==> src/rtl/ifu_fetch.sv <==
// Instruction fetch unit: owns the PC, keeps up to DEPTH requests in flight to imem and returns
// instructions in order. Optional misaligned-jump flag is enabled by IFU_MISALIGN_TRAP_EN.
`ifndef INST_NOP
`define INST_NOP 32'h0000_0013
`endif

module ifu_fetch #(
  parameter logic [31:0] RESET_PC = 32'h0000_0000,
  parameter int unsigned DEPTH    = 2
) (
  input  logic        clk,
  input  logic        rst,
  input  logic        jump_en_i,
  input  logic [31:0] jump_addr_i,
`ifdef IFU_MISALIGN_TRAP_EN
  output logic        fetch_misalign_o,
`endif
  output logic        imem_req_o,
  output logic [31:0] imem_addr_o,
  input  logic        imem_gnt_i,
  input  logic        imem_rvalid_i,
  input  logic [31:0] imem_rdata_i,
  output logic        inst_valid_o,
  input  logic        inst_ready_i,
  output logic [31:0] inst_addr_o,
  output logic [31:0] inst_o
);

  localparam int unsigned PtrW = (DEPTH > 1) ? $clog2(DEPTH) : 1;
  localparam int unsigned CntW = PtrW + 1;
  localparam logic [CntW:0] DepthCnt = (CntW + 1)'(DEPTH);

  logic [31:0]     pc_q, pc_d;
  logic            epoch_q, epoch_d;
  logic [CntW-1:0] out_q, out_d, cnt_q, cnt_d;
  logic [PtrW-1:0] twr_q, twr_d, trd_q, trd_d;
  logic [PtrW-1:0] bwr_q, bwr_d, brd_q, brd_d;

  logic            tag_q   [DEPTH];
  logic [31:0]     taddr_q [DEPTH];
  logic [31:0]     baddr_q [DEPTH];
  logic [31:0]     bdata_q [DEPTH];

  logic            issue, rsp, keep, pop;
  logic [CntW:0]   used;

  assign inst_valid_o = (cnt_q != '0);
  assign inst_addr_o  = inst_valid_o ? baddr_q[brd_q] : 32'h0;
  assign inst_o       = inst_valid_o ? bdata_q[brd_q] : `INST_NOP;
  assign imem_addr_o  = pc_q;

  always_comb begin
    pop  = inst_valid_o & inst_ready_i;
    // A slot being popped this cycle counts as free, which sustains one instruction per cycle.
    used = {1'b0, out_q} + {1'b0, cnt_q} - {{CntW{1'b0}}, pop};
    imem_req_o = !rst && !jump_en_i && (used < DepthCnt);
    issue = imem_req_o & imem_gnt_i;
    // Responses with nothing outstanding belong to requests issued before a reset.
    rsp  = imem_rvalid_i && (out_q != '0);
    keep = rsp && !jump_en_i && (tag_q[trd_q] == epoch_q);

    pc_d = pc_q;
    if (jump_en_i) begin
      pc_d = {jump_addr_i[31:2], 2'b00};
    end else if (issue) begin
      pc_d = pc_q + 32'd4;
    end
    epoch_d = epoch_q ^ jump_en_i;
    out_d   = out_q + CntW'(issue) - CntW'(rsp);
    twr_d   = twr_q + PtrW'(issue);
    trd_d   = trd_q + PtrW'(rsp);

    if (jump_en_i) begin
      bwr_d = '0;
      brd_d = '0;
      cnt_d = '0;
    end else begin
      bwr_d = bwr_q + PtrW'(keep);
      brd_d = brd_q + PtrW'(pop);
      cnt_d = cnt_q + CntW'(keep) - CntW'(pop);
    end
  end

  always_ff @(posedge clk) begin
    if (rst) begin
      pc_q    <= RESET_PC;
      epoch_q <= 1'b0;
      out_q   <= '0;
      cnt_q   <= '0;
      twr_q   <= '0;
      trd_q   <= '0;
      bwr_q   <= '0;
      brd_q   <= '0;
    end else begin
      pc_q    <= pc_d;
      epoch_q <= epoch_d;
      out_q   <= out_d;
      cnt_q   <= cnt_d;
      twr_q   <= twr_d;
      trd_q   <= trd_d;
      bwr_q   <= bwr_d;
      brd_q   <= brd_d;
    end
  end

  // Storage needs no reset: occupancy is tracked by the counters above.
  always_ff @(posedge clk) begin
    if (issue) begin
      tag_q[twr_q]   <= epoch_q;
      taddr_q[twr_q] <= pc_q;
    end
    if (keep) begin
      baddr_q[bwr_q] <= taddr_q[trd_q];
      bdata_q[bwr_q] <= imem_rdata_i;
    end
  end

`ifdef IFU_MISALIGN_TRAP_EN
  logic misalign_q;

  always_ff @(posedge clk) begin
    if (rst) begin
      misalign_q <= 1'b0;
    end else begin
      misalign_q <= jump_en_i && (jump_addr_i[1:0] != 2'b00);
    end
  end

  assign fetch_misalign_o = misalign_q;
`else
  logic unused_jump_lsb;
  assign unused_jump_lsb = ^jump_addr_i[1:0];
`endif

endmodule

==> config.mk <==
export PLATFORM = sky130hd
export DESIGN_NAME = ifu_fetch
export DESIGN_NICKNAME = d
export VERILOG_FILES = /design/src/rtl/ifu_fetch.sv
export SDC_FILE = /design/constraint.sdc
export NUM_CORES = 1
export LEC_CHECK = 0
export CORE_ASPECT_RATIO = 0.6
export CORE_MARGIN = 5
export CORE_UTILIZATION = 28
export CTS_BUF_LIST = sky130_fd_sc_hd__clkbuf_16
export CTS_CLUSTER_SIZE = 12
export DETAILED_ROUTE_END_ITERATION = 12
export SKIP_LAST_GASP = 1
export SLEW_MARGIN = 10
export SYNTH_ARGS = -nofsm -noshare
export SYNTH_HDL_FRONTEND = slang
export SYNTH_SLANG_ARGS = --single-unit
==> constraint.sdc <==
create_clock -name clk -period 8.1 [get_ports clk]
set_clock_uncertainty 0.15 [all_clocks]
set_input_delay 1.62 -clock clk [delete_from_list [all_inputs] [get_ports clk]]
set_output_delay 1.62 -clock clk [all_outputs]
set_load 0.01 [all_outputs]
==> impl_metrics.toml, run 1 <==
[pwr]
power_frac_seq = 0.501
power_density_nw_per_um2 = 230.5
switching_share = 0.2438
leakage_nw = 3.905
power.net_switching_uw = 676.9
ir_drop_mv = 0.1621
intPower_mw = 2.100
p_clk_frac = 0.364
comb_power_share = 0.134

[critical_path]
slowest_stage = "clkdlybuf4s50_1"
cpMostUsedCell = "clkdlybuf4s50_1"
crit_required_ns = 6.33
end_kind = "primary output"
crit_path_cell_trace = "clkdlybuf4s50_1 -> nor2b_1 -> ha_1 -> inv_1 -> nand2_1 -> fa_1 -> xnor2_1 -> nor2_1 -> clkdlybuf4s50_1"
path_class = "primary input to primary output"
cp_max_fo = 4
max_stage_delay_ns = 0.53
cp-start-kind = "primary input"
worst-endpoint-arrival_ns = 4.00

[routing]
drc_errors = 0
route.antenna.remaining_nets = 0
vias = 5790
wirelength_microns = 23400
avgRoutedWirePerCell_microns = 18.63
via_per_inst = 4.610
first_pass_iters = 5
initialDrtViolationCount = 447

[floorplanning]
die_w_microns = 244.6
dieArea_sq_um = 36870
ioPinCount = 168
die_height_microns = 150.8
core_area_sq_um = 32480
placementRows = 51
initial_utilization = 0.2846

[clock_network]
cts_htree_levels = 1
numCtsBuffers = 24
clock_sinks = 225
cts_tree = "done"
ctsResizeCount = 0
clk_pin_slew_ns = 0.06
holdBufCountCts = 0
clock_path_buffers = 3
clkLatencyLatePin_ns = 0.52
cts_setup_buffers = 0
cts-root-buf = "clkbuf_16"

[synthesis]
yosys.area.top_type_share = 0.6041
async_flop_share = 0
syn_inst = 653
syn_avg_cell_area_sq_um = 14.16
yosysTopAreaCell = "edfxtp_1"
synth_area_sq_um = 9245
ys_seq_elements = 225
ys.flop_type = "edfxtp_1"
yosysWarnings = 0
synth_area_leaders = "edfxtp_1 60%, dfxtp_1 8.4%, mux2i_1 6.9%"
synth-seq-area-share = 0.6886
synth_edf_count = 186
synth_cell_types = 53

[placed_design]
portBuffers = 161
place.gp.congestion = 0.8069
place_hpwl_microns = 15160

[sta]
fmax_ghz = 0.1734
slew_headroom = 0.3167
final_hold_viol_count = 0
rsz0062_at_grt = "no"
report.final.slew_viol_count = 0
fin_setup_tns_ns = 0
min_period_ns = 5.766
setup_viol = 0
worst_slew_pin_slew_ns = 1.025
final.period_utilization = 0.7119

[layout]
regArea_sq_um = 6370
layout_common_cells = "186 x edfxtp_1, 161 x clkdlybuf4s50_1, 93 x nor2_1"
fillCellCount = 3125
utilization = 0.3708
multi_input_area_sq_um = 2699
area_growth_pct = 30.28
num-nets-final = 895
drive_gt1_frac = 0.09495
layout_commonest_cell = "edfxtp_1"
n_antenna_cell = 0

[grt]
grt_overflow = 0
antenna_found_initial = 0
grt_pass1_wl_microns = 35430
track_usage = 0.1246
grt_max_degree = 63
grt_pass1_vias = 5741

[min_path]
hold_path.class = "flop to flop"

[run]
maxCapViolCount = 0

[status]
outcome = "finished clean"
[power groups by stage]
stage	combinational (mW)	clock, mW	sequential [mW]
floorplan	0.226	0	1.41
finish	0.373	1.01	1.39
CTS	0.384	1.04	1.39
global route	0.412	1.10	1.40
global placement	0.377	0	1.41
detailed placement	0.382	0	1.42
[Yosys cell counts (5+ instances only)]
master      n
edfxtp_1  186
nor2_1     94
mux2i_1    64
dfxtp_1    39
mux2_2     31
nand2_1    27
clkbuf_1   19
a31oi_1    14
nand4_1    14
xnor2_1    11
buf_1      10
ha_1       10
inv_1      10
nand3_1    10
xor2_1     10
and2_1      9
nor3_1      9
o21ai_0     9
a21oi_1     8
o22ai_1     7
and3_1      6
a211oi_1    5
[sequential cells by signal (all words and copies together), names as in the netlist]
signal	flops
imem_addr_o	30
bdata_q	64
twr_q	1
out_q	2
epoch_q	1
cnt_q	2
taddr_q	60
tag_q	2
trd_q	1
bwr_q	1
baddr_q	60
brd_q	1
[final timing paths]
| kind | cells after the start | slack, ns | endpoint | start |
|---|---|---|---|---|
| hold reg to reg | 0 | 0.38 | tag_q[1] | epoch_q |
| setup / recovery | 9 | 2.33 | imem_req_o | inst_ready_i |
| hold / removal | 0 | 0.38 | tag_q[1] | epoch_q |
| setup reg to reg | 12 | 3.74 | taddr_q[1][5] | cnt_q[0] |
[metal layers]
| layer | wire length, microns | part of all wire | global-route usage | vias up |
|---|---|---|---|---|
| met3 | 1462 | 0.062 | 0.03336 | 29 |
| met2 | 9845 | 0.42 | 0.1855 | 160 |
| met4 | 378 | 0.016 | 0.02354 | 0 |
| met5 | 0 | 0 | 0 | - |
| met1 | 11710 | 0.50 | 0.1844 | 2843 |
| li1 | - | - | - | 2758 |
[cells by family (layout without fill, tap and decap cells)]
group,count (synthesis),after routing,share of synthesized area
fa+ha+maj,11,11,0.01570
buf+inv,49,225,0.02422
mux,96,96,0.1083
other cells,1,4,0.0004056
compound gates,58,58,0.04155
simple gates,192,192,0.1014
flops,225,225,0.6886
xor+xnor,21,21,0.01989
[stage by stage]
| stage | total power [mW] | worst slack (ns) | instance area [sq um] | cells | hold WS (ns) |
|---|---|---|---|---|---|
| floorplan | 1.633 | 3.412 | 9256 | 656 | 0.3388 |
| global placement | 1.791 | 2.319 | 11320 | 1212 | 0.3726 |
| detailed placement | 1.798 | 2.320 | 11320 | 1212 | 0.3735 |
| CTS | 2.819 | 2.303 | 12040 | 1256 | 0.3825 |
| global route | 2.911 | 2.223 | 12040 | 1256 | 0.3970 |
| finish | 2.777 | 2.334 | 12040 | 1256 | 0.3793 |
[worst max-delay path, delay by kind of cell]
| family | cells | cell delay (ns) |
|---|---|---|
| and+or+nand+nor | 3 | 0.36 |
| adders and majority gates | 2 | 0.64 |
| buffers and inverters | 3 | 1.07 |
| xor gates and xnor gates | 1 | 0.30 |
[area by class of cell]
cell class,count,area share
clock inverter,18,0.006337
inverter,12,0.003844
clock buffer,26,0.05402
multi-input combinational,382,0.2241
tap,424,0.04405
timing repair buffer,169,0.1388
sequential,225,0.5289
Note: power is estimated with default switching activity, not from simulation.
==> run 2: changes to the inputs <==
==> constraint.sdc (replaced) <==
create_clock -name clk -period 5.3 [get_ports clk]
set_clock_uncertainty 0.15 [all_clocks]
set_input_delay 1.06 -clock clk [delete_from_list [all_inputs] [get_ports clk]]
set_output_delay 1.06 -clock clk [all_outputs]
set_load 0.01 [all_outputs]
==> impl_metrics.toml, run 2 (synthesis results as in run 1) <==
[routing]
wl_met2_microns = 10250
initialDrtViolationCount = 432
vias = 5822
route.antenna.remaining_nets = 0
first_pass_iters = 5
met1_length_microns = 11680
avgRoutedWirePerCell_microns = 19.11
via_per_inst = 4.621
drc_errors = 0
top_layer = "met4"
wl_met3_microns = 1766
wirelength_microns = 24080

[pwr]
switching_share = 0.2413
power_density_nw_per_um2 = 353.4
intPower_mw = 3.242
comb_power_share = 0.137
p_clk_frac = 0.365
ir_drop_mv = 0.1702
power.net_switching_mw = 1.031
power_frac_seq = 0.498
leakage_nw = 3.942

[sta]
final_hold_viol_count = 0
rsz0062_at_grt = "no"
setup_viol = 0
worst_slew_pin_slew_ns = 1.015
min_period_ns = 4.685
hold-worst-slack_ns = 0.3936
final.period_utilization = 0.8839
fmax_ghz = 0.2135
slew_headroom = 0.3231
fin_setup_tns_ns = 0
fin_ws_ns = 0.6151
report.final.slew_viol_count = 0

[clock_network]
holdBufCountCts = 0
cts_setup_buffers = 0
cts_htree_levels = 1
cts_tree = "done"
numCtsBuffers = 23
cts-root-buf = "clkbuf_16"
clock_path_buffers = 3
clkLatencyLatePin_ns = 0.52
clk_pin_slew_ns = 0.06
clock_sinks = 225
ctsResizeCount = 0

[critical_path]
crit-reg2reg-launch = "cnt_q[0]"
cp-start-kind = "primary input"
cpMostUsedCell = "clkdlybuf4s50_1"
crit_path_cell_trace = "clkdlybuf4s50_1 -> nor2b_1 -> ha_1 -> inv_1 -> nand2_1 -> fa_1 -> xnor2_1 -> nor2_1 -> clkdlybuf4s50_1"
reg2reg_to = "taddr_q[0][6]"
rrSetupSlack_ns = 1.83
cp_max_fo = 4
slowest_stage = "clkdlybuf4s50_1"
worst-endpoint-arrival_ns = 3.47
crit_start = "inst_ready_i"
path_class = "primary input to primary output"
end_kind = "primary output"
cp-endpoint = "imem_req_o"
r2r.worst_path.cells = 11
crit_required_ns = 4.09
max_stage_delay_ns = 0.58

[grt]
grt_overflow = 0
track_usage = 0.1275
grt_pass1_vias = 5888
antenna_found_initial = 0
grt_pass1_wl_microns = 36160
grt_max_degree = 61

[layout]
fillCellCount = 3081
final_cells = 1260
num-nets-final = 902
drive_gt1_frac = 0.1005
reg_top3 = "bdata_q: 64 flops, baddr_q: 60 flops, taddr_q: 60 flops"
final_area_sq_um = 12090
layout_commonest_cell = "edfxtp_1"
max_flop_register = "bdata_q"
largest_reg_flops = 64
layout_common_cells = "186 x edfxtp_1, 161 x clkdlybuf4s50_1, 93 x nor2_1"
area_growth_pct = 30.77
n_antenna_cell = 0

[placed_design]
pre_cts_ws_ns = 0.5443
place_area_sq_um = 11380
dpl.cell_count = 1220
portBuffers = 161
place.gp.congestion = 0.7995
place_hpwl_microns = 15990

[floorplanning]
die_height_microns = 150.8
core_area_sq_um = 32480
initial_utilization = 0.2846
dieArea_sq_um = 36870
ioPinCount = 168
placementRows = 51
die_w_microns = 244.6

[min_path]
hold_path.class = "flop to flop"

[run]
maxCapViolCount = 0

[status]
outcome = "finished clean"
run 2: area by class of cell:
class                      count  area [sq um]  area share
sequential                   225          6370      0.5269
clock buffer                  24         600.6     0.04967
tap                          424         530.5     0.04388
clock inverter                16         112.6    0.009314
multi-input combinational    382          2699      0.2232
inverter                      12         46.29    0.003829
timing repair buffer         177          1732      0.1432
run 2: worst min-delay path by stage:
stage,start,to,slack [ns],depth (start not counted)
3_5_place_dp,epoch_q,tag_q[1],0.37,0
4_1_cts,epoch_q,tag_q[1],0.39,0
5_1_grt,epoch_q,tag_q[1],0.39,0
2_1_floorplan,epoch_q,tag_q[0],0.34,0
6_report,epoch_q,tag_q[1],0.39,0
3_3_place_gp,epoch_q,tag_q[0],0.36,0
run 2: power by group through the flow:
stage / Clock [mW] / Combinational (mW) / Sequential (mW)
5_1_grt: 1.69 / 0.643 / 2.14
3_5_place_dp: 0 / 0.594 / 2.17
6_report: 1.56 / 0.584 / 2.13
2_1_floorplan: 0 / 0.345 / 2.15
4_1_cts: 1.61 / 0.600 / 2.13
3_3_place_gp: 0 / 0.585 / 2.16
run 2: metrics by stage:
stage	power, mW	utilization
6_report	4.273	0.3722
5_1_grt	4.473	0.3722
4_1_cts	4.341	0.3722
3_5_place_dp	2.760	0.3503
3_3_place_gp	2.746	0.3503
2_1_floorplan	2.496	-
run 2: worst max-delay path: cells and delay by family:
kind                     cells  cell delay (ns)
buffers and inverters        3             1.10
adder cells (fa/ha/maj)      2             0.64
AND/OR/NAND/NOR              3             0.49
XOR/XNOR                     1             0.18
run 2: layer usage:
metal,vias up,GRT usage
li1,2764,-
met2,193,0.1890
met3,31,0.03886
met5,-,0
met4,0,0.02354
met1,2834,0.1868
==> run 3: changes to the inputs <==
--- a/config.mk
+++ b/config.mk
@@ -9,10 +9,13 @@
 export CORE_MARGIN = 5
 export CORE_UTILIZATION = 28
 export CTS_BUF_LIST = sky130_fd_sc_hd__clkbuf_16
+export CTS_CLUSTER_DIAMETER = 150
 export CTS_CLUSTER_SIZE = 12
 export DETAILED_ROUTE_END_ITERATION = 12
+export GPL_ROUTABILITY_DRIVEN = 0
 export SKIP_LAST_GASP = 1
 export SLEW_MARGIN = 10
 export SYNTH_ARGS = -nofsm -noshare
 export SYNTH_HDL_FRONTEND = slang
 export SYNTH_SLANG_ARGS = --single-unit
+export TNS_END_PERCENT = 1
==> impl_metrics.toml, run 3 (synthesis results as in run 1) <==
[status]
outcome = "finished clean"

[run]
maxCapViolCount = 0

[clock_network]
clock_sinks = 225
clkLatencyLatePin_ns = 0.51
cts-root-buf = "clkbuf_16"
holdBufCountCts = 0
clock_path_buffers = 3
cts_htree_levels = 1
cts_tree = "done"
clk_pin_slew_ns = 0.07
cts_setup_buffers = 0
numCtsBuffers = 22
ctsResizeCount = 0

[layout]
largest_reg_flops = 64
layout_commonest_cell = "edfxtp_1"
drive_gt1_frac = 0.09689
num-nets-final = 901
max_flop_register = "bdata_q"
area_growth_pct = 29.99
reg_top3 = "bdata_q: 64 flops, baddr_q: 60 flops, taddr_q: 60 flops"
n_antenna_cell = 0
utilization = 0.3700
layout_common_cells = "186 x edfxtp_1, 161 x clkdlybuf4s50_1, 93 x nor2_1"

[pwr]
ir_drop_mv = 0.1986
power_density_nw_per_um2 = 344.0
leakage_nw = 3.917
power_mw = 4.134

[sta]
rsz0062_at_grt = "no"
hold-worst-slack_ns = 0.3854
report.final.slew_viol_count = 0
setup_viol = 0
final.period_utilization = 0.8835
slew_headroom = 0.3269
fin_setup_tns_ns = 0
min_period_ns = 4.683
fmax_ghz = 0.2135
worst_slew_pin_slew_ns = 1.010
final_hold_viol_count = 0

[placed_design]
place_hpwl_microns = 15990
portBuffers = 161

[floorplanning]
placementRows = 51
die_w_microns = 244.6
dieArea_sq_um = 36870
core_area_sq_um = 32480
initial_utilization = 0.2846
die_height_microns = 150.8
ioPinCount = 168

[routing]
top_layer = "met4"
first_pass_iters = 5
wl_met2_microns = 10340
vias = 5847
avgRoutedWirePerCell_microns = 19.12
wl_met3_microns = 1912
met1_length_microns = 11460
wirelength_microns = 24090
initialDrtViolationCount = 343
drc_errors = 0
via_per_inst = 4.640
route.antenna.remaining_nets = 0

[critical_path]
r2r.worst_path.cells = 11
worst-endpoint-arrival_ns = 3.47
crit_required_ns = 4.09
cp_max_fo = 4
crit-reg2reg-launch = "cnt_q[0]"
end_kind = "primary output"
reg2reg_to = "taddr_q[0][5]"
rrSetupSlack_ns = 1.83
crit_start = "inst_ready_i"
cp-endpoint = "imem_req_o"
cp-start-kind = "primary input"
path_class = "primary input to primary output"

[min_path]
hold_path.class = "flop to flop"

[grt]
grt_pass1_wl_microns = 36100
grt_pass1_vias = 5909
grt_max_degree = 61
track_usage = 0.1274
antenna_found_initial = 0
grt_overflow = 0
-- run 3: cell count changes in the layout (fill, tap and decap cells not counted) --
cell,before,now
inv_1,23,26
bufinv_16,2,0
clkbuf_16,24,23
clkinv_2,1,2
inv_2,1,0
-- run 3: final cells by class --
cell class,instances,area (sq um)
Clock buffer,23,575.6
Clock inverter,17,65.06
Fill cell,3081,20460
Inverter,12,46.29
Multi-Input combinational cell,382,2699
Sequential cell,225,6370
Tap cell,424,530.5
Timing Repair Buffer,177,1732
-- run 3: routing by layer --
layer | up-vias | GRT usage
met5 | - | 0
met4 | 0 | 0.02354
met3 | 25 | 0.03797
met2 | 200 | 0.1890
met1 | 2855 | 0.1870
li1 | 2767 | -
-- run 3: worst max-delay path, stage by stage --
cell and delay (ns):
clkdlybuf4s50_1 0.45, nor2b_1 0.21, ha_1 0.27, inv_1 0.07, nand2_1 0.06, fa_1 0.37
xnor2_1 0.18, nor2_1 0.22, clkdlybuf4s50_1 0.58
-- run 3: worst min path at each step --
stage | from | end | slack, ns | depth (start not counted)
after global placement | epoch_q | tag_q[0] | 0.36 | 0
final | epoch_q | tag_q[1] | 0.39 | 0
after detailed placement | epoch_q | tag_q[1] | 0.37 | 0
after CTS | epoch_q | tag_q[1] | 0.38 | 0
after global routing | epoch_q | tag_q[1] | 0.39 | 0
after floorplan | epoch_q | tag_q[0] | 0.34 | 0
-- run 3: where the power goes --
group          total (mW)  leakage (nW)  internal, mW  switching, mW
combinational       0.584          1.53         0.273          0.311
sequential           2.13          2.01          2.06         0.0655
clock                1.42         0.373         0.778          0.645
total                4.13          3.92          3.11           1.02
-- run 3: stage by stage --
stage	area, sq um	setup WS (ns)	cells
6_report	12020	0.6172	1260
3_3_place_gp	11380	0.5241	1220
2_1_floorplan	9256	1.172	656
5_1_grt	12020	0.4588	1260
4_1_cts	12020	0.5371	1260
3_5_place_dp	11380	0.5443	1220
